==> config.mk <==
export PLATFORM = sky130hd
export DESIGN_NAME = com_to_pan_tilt
export DESIGN_NICKNAME = d
export VERILOG_FILES = /design/src/rtl/tracking_pkg.sv /design/src/rtl/axis_mapper.sv /design/src/rtl/com_to_pan_tilt.sv
export SDC_FILE = /design/constraint.sdc
export NUM_CORES = 1
export LEC_CHECK = 0
export ABC_AREA = 1
export CORE_UTILIZATION = 40
export CTS_BUF_LIST = sky130_fd_sc_hd__clkbuf_4 sky130_fd_sc_hd__clkbuf_8
export CTS_CLUSTER_DIAMETER = 120
export CTS_CLUSTER_SIZE = 20
export DETAILED_ROUTE_END_ITERATION = 12
export GPL_TIMING_DRIVEN = 0
export SLEW_MARGIN = 40
export SYNTH_ARGS = -nofsm -noshare
export SYNTH_HDL_FRONTEND = slang
export SYNTH_SLANG_ARGS = --single-unit
==> constraint.sdc <==
create_clock -name clk -period 5.75 [get_ports clk]
set_input_delay 0.575 -clock clk [delete_from_list [all_inputs] [get_ports clk]]
set_output_delay 0.575 -clock clk [all_outputs]
set_load 0.02 [all_outputs]
==> src/rtl/tracking_pkg.sv <==
// Shared constants for the colour tracker and its pan/tilt mapper: video window,
// home position, Q0.10 gains and controller state encodings.
package tracking_pkg;

    localparam int X_MIN      = 34;
    localparam int X_MAX      = 754;
    localparam int Y_MIN      = 71;
    localparam int Y_MAX      = 767;
    localparam int X_W        = 11;
    localparam int Y_W        = 10;

    // floor(255*1024/window_width), so the far window edge lands just under 255
    localparam int PAN_SCALE  = 362;
    localparam int TILT_SCALE = 375;

    localparam int MAX_STEP   = 8;
    localparam int HOME_PAN   = 128;
    localparam int HOME_TILT  = 128;

    localparam int unsigned LOST_CYCLES_DEF = 4_000_000;
    localparam int          LOST_CNT_W      = 24;

    typedef enum logic [1:0] {
        ST_IDLE    = 2'd0,
        ST_SCALE   = 2'd1,
        ST_SLEW    = 2'd2,
        ST_PRESENT = 2'd3
    } state_e;

    function automatic int prod_width(input int cw, input int scale);
        return cw + $clog2(scale + 1);
    endfunction

endpackage

==> src/rtl/axis_mapper.sv <==
// One axis of the pan/tilt mapping: clamp to the video window, Q0.10 scale to
// 0..255, then slew-limit the presented position toward that target.
module axis_mapper
    import tracking_pkg::*;
#(
    parameter int CW       = 11,
    parameter int MIN      = 34,
    parameter int MAX      = 754,
    parameter int SCALE    = 362,
    parameter int STEP     = 8,
    parameter int HOME     = 128
) (
    input  logic          clk,
    input  logic          reset,
    input  logic [CW-1:0] coord_i,
    input  logic          scale_en_i,
    input  logic          home_en_i,
    input  logic          slew_en_i,
    output logic [7:0]    pos_o,
    output logic          at_target_o
);

    localparam int PW = prod_width(CW, SCALE);
    localparam logic [CW-1:0]     MIN_C  = CW'(MIN);
    localparam logic [CW-1:0]     MAX_C  = CW'(MAX);
    localparam logic signed [8:0] STEP_S = 9'(STEP);

    logic [CW-1:0]     clamped;
    logic [CW-1:0]     offset;
    logic [PW-1:0]     prod;
    logic [PW-1:0]     shifted;
    logic [7:0]        tgt_d, tgt_q;
    logic [7:0]        cur_d, cur_q;
    logic signed [8:0] diff;

    always_comb begin
        clamped = coord_i;
        if (coord_i < MIN_C)
            clamped = MIN_C;
        else if (coord_i > MAX_C)
            clamped = MAX_C;
        offset  = clamped - MIN_C;
        prod    = PW'(offset) * PW'(SCALE);
        shifted = prod >> 10;
        tgt_d   = (shifted > PW'(255)) ? 8'hFF : shifted[7:0];
    end

    // 9-bit signed difference keeps the step direction exact across the full 0..255 range
    always_comb begin
        diff  = $signed({1'b0, tgt_q}) - $signed({1'b0, cur_q});
        cur_d = tgt_q;
        if (diff > STEP_S)
            cur_d = cur_q + 8'(STEP);
        else if (diff < -STEP_S)
            cur_d = cur_q - 8'(STEP);
    end

    always_ff @(posedge clk or posedge reset) begin
        if (reset) begin
            tgt_q <= 8'(HOME);
            cur_q <= 8'(HOME);
        end else begin
            if (home_en_i)
                tgt_q <= 8'(HOME);
            else if (scale_en_i)
                tgt_q <= tgt_d;
            if (slew_en_i)
                cur_q <= cur_d;
        end
    end

    assign pos_o       = cur_q;
    assign at_target_o = (cur_q == tgt_q);

endmodule

==> src/rtl/com_to_pan_tilt.sv <==
// Tracker centre-of-mass to DMX pan/tilt converter: capture/pending slot, lost-target
// timer, sequencing FSM and valid/ack handoff to the DMX buffer.
module com_to_pan_tilt
    import tracking_pkg::*;
#(
    parameter int unsigned LOST_CYCLES = LOST_CYCLES_DEF
) (
    input  logic        clk,
    input  logic        reset,
    input  logic [10:0] x_com,
    input  logic [9:0]  y_com,
    input  logic        data_ready,
    output logic [7:0]  pan,
    output logic [7:0]  tilt,
    output logic        update_valid,
    input  logic        update_ack,
    output logic        tracking
);

    localparam logic [LOST_CNT_W-1:0] LOST_LAST = LOST_CNT_W'(LOST_CYCLES - 1);

    state_e                state_q;
    logic [X_W-1:0]        cap_x_q, work_x_q;
    logic [Y_W-1:0]        cap_y_q, work_y_q;
    logic                  pend_q;
    logic [LOST_CNT_W-1:0] cnt_q;
    logic                  valid_q;
    logic                  trk_q;

    logic handshake;
    logic lost_evt;
    logic consume;
    logic pan_at, tilt_at;

    // A strobe in the same cycle as a would-be lost event keeps tracking alive
    always_comb begin
        handshake = (state_q == ST_PRESENT) && valid_q && update_ack;
        lost_evt  = (state_q == ST_IDLE) && !pend_q && trk_q && !data_ready &&
                    (cnt_q == LOST_LAST);
        consume   = pend_q && ((state_q == ST_IDLE) || handshake);
    end

    // Every strobe lands in the pending slot first; IDLE and PRESENT drain it from there
    always_ff @(posedge clk or posedge reset) begin
        if (reset) begin
            state_q  <= ST_IDLE;
            cap_x_q  <= '0;
            cap_y_q  <= '0;
            work_x_q <= '0;
            work_y_q <= '0;
            pend_q   <= 1'b0;
            cnt_q    <= '0;
            valid_q  <= 1'b0;
            trk_q    <= 1'b0;
        end else begin
            if (data_ready) begin
                cap_x_q <= x_com;
                cap_y_q <= y_com;
                pend_q  <= 1'b1;
                cnt_q   <= '0;
                trk_q   <= 1'b1;
            end else begin
                if (consume)
                    pend_q <= 1'b0;
                if (cnt_q != LOST_LAST)
                    cnt_q <= cnt_q + LOST_CNT_W'(1);
                if (lost_evt)
                    trk_q <= 1'b0;
            end

            if (consume) begin
                work_x_q <= cap_x_q;
                work_y_q <= cap_y_q;
            end

            case (state_q)
                ST_IDLE: begin
                    if (consume)
                        state_q <= ST_SCALE;
                    else if (lost_evt)
                        state_q <= ST_SLEW;
                end
                ST_SCALE: state_q <= ST_SLEW;
                ST_SLEW: begin
                    state_q <= ST_PRESENT;
                    valid_q <= 1'b1;
                end
                ST_PRESENT: begin
                    if (handshake) begin
                        valid_q <= 1'b0;
                        if (consume)
                            state_q <= ST_SCALE;
                        else if (!pan_at || !tilt_at)
                            state_q <= ST_SLEW;
                        else
                            state_q <= ST_IDLE;
                    end
                end
                default: state_q <= ST_IDLE;
            endcase
        end
    end

    axis_mapper #(
        .CW    (X_W),
        .MIN   (X_MIN),
        .MAX   (X_MAX),
        .SCALE (PAN_SCALE),
        .STEP  (MAX_STEP),
        .HOME  (HOME_PAN)
    ) u_pan (
        .clk         (clk),
        .reset       (reset),
        .coord_i     (work_x_q),
        .scale_en_i  (state_q == ST_SCALE),
        .home_en_i   (lost_evt),
        .slew_en_i   (state_q == ST_SLEW),
        .pos_o       (pan),
        .at_target_o (pan_at)
    );

    axis_mapper #(
        .CW    (Y_W),
        .MIN   (Y_MIN),
        .MAX   (Y_MAX),
        .SCALE (TILT_SCALE),
        .STEP  (MAX_STEP),
        .HOME  (HOME_TILT)
    ) u_tilt (
        .clk         (clk),
        .reset       (reset),
        .coord_i     (work_y_q),
        .scale_en_i  (state_q == ST_SCALE),
        .home_en_i   (lost_evt),
        .slew_en_i   (state_q == ST_SLEW),
        .pos_o       (tilt),
        .at_target_o (tilt_at)
    );

    assign update_valid = valid_q;
    assign tracking     = trk_q;

endmodule

# Yosys cells after proc, flatten, opt, wreduce, memory -nomap -nowiden
# Index checks and enable logic that the tools add are counted.
# classes
muxes,28
order_cmp,10
multipliers,2
addsub,9
reduce_logical,21
n_eq_ne,9
# ops
operator,count
2-to-1 mux 8 bit,10
2-to-1 mux 24 bit,2
adder 24 x 1 -> 24 bit (second input constant),1
equality test 24 x 22 -> 1 bit (second input constant),1
inequality test 24 x 22 -> 1 bit (second input constant),1
2-to-1 mux 11 bit,2
2-to-1 mux 10 bit,2
multiplier 10 x 9 -> 19 bit (second input constant),1
multiplier 11 x 8 -> 19 bit (second input constant),1
> comparator 9 x 5 -> 1 bit (second input constant),2
less-than comparator 9 x 4 -> 1 bit (second input constant),2
subtractor 8 x 8 -> 9 bit,2
adder 8 x 4 -> 8 bit (second input constant),2
equality test 8 bit,2
subtractor 8 x 4 -> 8 bit (second input constant),2
> comparator 11 x 10 -> 1 bit (second input constant),1
less-than comparator 11 x 6 -> 1 bit (second input constant),1
subtractor 11 x 6 -> 11 bit (second input constant),1
> comparator 10 bit (second input constant),1
> comparator 10 x 8 -> 1 bit (second input constant),1
less-than comparator 10 x 7 -> 1 bit (second input constant),1
2-to-1 mux 2 bit,5
nonzero test 2 bit,5
subtractor 10 x 7 -> 10 bit (second input constant),1
other kinds (13),29
# word_totals
inputBits,25
reg_bits,103
output_inout_bits,18
elab_cells,92

# Longest topological paths before layout
# logic_depth
word_depth,9
ltp_mapped,35
mapped_depth_nobuf,35

# Hierarchy
# From an unflattened synthesis, not the netlist that was laid out.
# hier_totals
cells_unflattened,1396
area_unflattened_um2,10451.3
# modules_own_cells
module,n_inst,area_each_um2,cells_per_inst,seq_area_each_um2
axis_mapper at u_tilt,1,3706.1,502,402.9
axis_mapper at u_pan,1,3382.0,489,402.9
com_to_pan_tilt,1,3363.2,405,1776.7

# Worst setup path before layout
# OpenSTA, ideal clock, no wires.
# synth_path
kind,flip-flop to flip-flop
start,register work_x_q[4]
end,register u_pan.tgt_q[3]
t_arrival_ns,5.631
n_path_buf,0
period_less_slack_ns,5.747
path_stages_with_launch,36
slack_ns,0.003
required_ns,5.633
path_cell_list,dfrtp_1 > nand2_1 > nor2_1 > nand2_1 > a21oi_2 > nor2_1 > nand2_2 > inv_2 > nand4_2 > nand2_1 > clkinv_1 > ha_1 > inv_1 > or3_1 > nand2_1 > inv_1 > ha_1 > inv_1 > fa_1 > inv_1 > fa_1 > inv_1 > fa_1 > inv_1 > ha_1 > a21oi_1 > o21ai_0 > a21oi_1 > nand2_1 > a21oi_1 > xnor2_1 > inv_1 > nor2_1 > nand2_1 > nand2_1 > nand2_1
# synth_via
elab_chain_cells,9
word_cells_on_any_way,10
cone_classes,add/sub (1); mul (1); order compare (3); mux (5)
# synth_rtl
element,line,rtl
from (decl),com_to_pan_tilt.sv:23,"logic [X_W-1:0] cap_x_q, work_x_q;"
from (signal assigned),com_to_pan_tilt.sv:72,work_x_q <= cap_x_q;
> comparator 11 x 10 -> 1 bit,axis_mapper.sv:40,else if (coord_i > MAX_C)
2-to-1 mux 11 bit,axis_mapper.sv:40,
2-to-1 mux 11 bit *,axis_mapper.sv:38,if (coord_i < MIN_C)
subtractor 11 x 6 -> 11 bit *,axis_mapper.sv:42,offset = clamped - MIN_C;
multiplier 11 x 8 -> 19 bit *,axis_mapper.sv:43,prod = PW'(offset) * PW'(SCALE);
> comparator 10 x 8 -> 1 bit,axis_mapper.sv:45,tgt_d = (shifted > PW'(255)) ? 8'hFF : shifted[7:0];
2-to-1 mux 8 bit *,axis_mapper.sv:45,
2-to-1 mux 8 bit *,axis_mapper.sv:65,else if (scale_en_i)
2-to-1 mux 8 bit *,axis_mapper.sv:63,if (home_en_i)
to (signal assigned),axis_mapper.sv:60,tgt_q <= 8'(HOME);
to (signal assigned),axis_mapper.sv:64,tgt_q <= 8'(HOME);
to (signal assigned),axis_mapper.sv:66,tgt_q <= tgt_d;
to (decl),axis_mapper.sv:32,"logic [7:0] tgt_d, tgt_q;"
# Mark *: on every way between the ends. The rest lies on a longest branch, timed or not. The select of a mux whose other input is x is not followed.
# A chain may end at the register's enable or synchronous reset.

# Final worst setup path
# layout_path
start,register work_x_q[4]
end,register u_pan.tgt_q[0]
# The elaborated chain is that of the path after synthesis.

==> impl_metrics.tcl <==
set metrics [dict create \
    status "complete, no violations" \
    synth_top_family_by_area "adder cells" \
    via_per_inst 4.85 \
    ys_seq_area_share_pct 26.2 \
    synth_top_cell_by_area "dfrtp_1" \
    syn_to_final_growth_pct 19.7 \
    die_area_um2 25300 \
    htreeDepth 3 \
    finalSetupViolCount 0 \
    cp.required_ns 6.04 \
    wl_per_cell_um 13.0 \
    n_antenna_cell 0 \
    slowest_delay_ns 0.49 \
    netlist_instances 1264 \
    die_y_um 159 \
    ios 43 \
    core-area_um2 24200 \
    period_needed_ns 5.63 \
    grt_pass1_vias 7921 \
    clk_pin_slew_ns 0.12 \
    grt_max_degree 79 \
    synth_common_cells "nand2_1, inv_1, ha_1" \
    yosys.area_share.adder_pct 26.3 \
    cts_root_buf "clkbuf_8" \
    instances_no_fill 1682 \
    die-width_um 159 \
    grt_first_pass_wirelength_um 36800 \
    synth-seq-cells 103 \
    cts_buffer_depth 2 \
    place_inst 1632 \
    grt_usage_pct 17.5 \
    skew_ns 0.0136 \
    drt_iter0_drc 383 \
    drive_gt1_share_pct 13.3 \
    end_kind "flop" \
    cts_tree "done" \
    critPathLaunchType "flop" \
    hp-class "reg2reg" \
    post-route-util_pct 48.6 \
    dr.pass1.iters 5 \
    antenna_found_initial 0 \
    synthXorXnorAreaFrac_pct 5.13 \
    layout.nets 1551 \
    slowest_stage "fa_1" \
    avgSynthCellArea_um2 7.79 \
    maxCapViolations 0 \
    drc_errors 0 \
    syn-cell-area_um2 9850 \
    vias 8156 \
    final_area_um2 11800 \
    grt_overflow 0 \
    yosys.area.top_type_share_pct 25.2 \
    wl_um 21900 \
    synthArstFlopShare_pct 100 \
    gp_congestion 0.876 \
    hold_viol_final 0 \
    num_rows 57 \
    fin_crit_sh_pct 97.8 \
    ys.flop_type "dfrtp_1" \
    dpl.hpwl_um 17000 \
    start_util_pct 40.6 \
    muxShareOfSynthArea_pct 0 \
    clk_latency_ns 0.39 \
    tightest_slew_ns 0.737 \
    yosys_warnings 0 \
    yosysMostFrequentCell "nand2_1" \
    worstSetupPathType "reg2reg" \
    port_buffers 41 \
    numCtsBuffers 9 \
    worst_slack_ns 0.124 \
    dpl_cell_area_um2 10700 \
    arrival_ns 5.92 \
    worst-path-max-fanout 8 \
    yosysUniqueCellTypes 58 \
    synth_simple_gate_area_share_pct 20.7 \
    dp_slack_ns -0.800 \
    synth_area_leaders "dfrtp_1, ha_1, fa_1" \
    max_freq_ghz 0.178 \
    relSlewSlack_pct 50.5 \
    cts.sinks 103 \
    slew_viol_final 0 \
    rsz0062_at_grt "yes" \
    postRouteAntennaNets 0 \
    synth-compound-area-share_pct 11.0 \
    synth_edf_count 0 \
]
## per-layer routing
metal	GRT usage (%)	vias to the layer above	wire (µm)
met5	0	-	0
met4	3.72	0	232
met3	2.12	16	644
met2	31.1	117	11000
met1	22.9	3836	10000
li1	-	4187	-
## worst max-delay path, delay by kind of cell (launching register included)
kind,cells,cell delay [ns]
adders and majority gates,6,2.13
and+or+nand+nor,9,1.35
AOI/OAI and AO/OA,5,0.98
buffers and inverters,8,0.54
DFF,1,0.40
xor gates and xnor gates,1,0.12
## repair_timing
| item | CTS | global route |
|---|---|---|
| pin swaps | 9 | 47 |
| gates resized for setup | 28 | 86 |
| setup endpoints to repair | 16 | 16 |
| hold buffers | 0 | 0 |
| setup buffers | 13 | 21 |
## cell type report
cell class,count,area [µm²]
Buffer,21,91.3
Clock buffer,9,124
Clock inverter,7,95.1
Fill cell,2377,12500
Inverter,252,961
Multi-Input combinational cell,890,6820
Sequential cell,103,2580
Tap cell,324,405
Timing Repair Buffer,76,703
## kinds of logic (layout without fill, tap and decap cells)
logic type | after synthesis | in the layout
fa+ha+maj | 173 | 173
simple gates | 466 | 466
flops | 103 | 103
xor+xnor | 53 | 53
compound gates | 194 | 194
buf+inv | 273 | 365
other cells | 2 | 4
## flip-flops by register name, indices dropped and copies added (netlist names), 2 cells and up
register and flops:
cnt_q 24, cap_x_q 11, work_x_q 11, cap_y_q 10
work_y_q 10, u_pan.pos_o 8, u_pan.tgt_q 8, u_tilt.pos_o 8
u_tilt.tgt_q 8, state_q 2
## path summary, 6_finish.rpt
check	start	end	slack (ns)	depth (start not counted)
max in group asynchronous	reset	cnt_q[5]	4.58	3
min	u_pan.tgt_q[0]	u_pan.tgt_q[0]	0.50	2
max reg2reg	work_x_q[4]	u_pan.tgt_q[0]	0.12	29
min in group asynchronous	reset	u_tilt.pos_o[3]	0.52	2
min reg2reg	u_pan.tgt_q[0]	u_pan.tgt_q[0]	0.50	2
max	work_x_q[4]	u_pan.tgt_q[0]	0.12	29
## metrics by stage
step / hold slack, ns / setup TNS, ns
after global placement: 0.464 / -8.75
after global routing: 0.520 / -1.62
after floorplan: 0.449 / 0
after CTS: 0.500 / 0
after detailed placement: 0.473 / -6.80
final: 0.497 / 0
## cells in the final DEF (no fill, tap or decap), drive strengths merged, types with 41 or more instances in the layout
cell,n
nand2,278
a21oi,58
nor2,86
clkdlybuf4s50,41
fa,57
inv,254
o21ai,105
dfrtp,99
ha,116
nand3,48
Power is not shown: default switching activity piles up to over one toggle a cycle in this logic, so the estimate is an artifact.
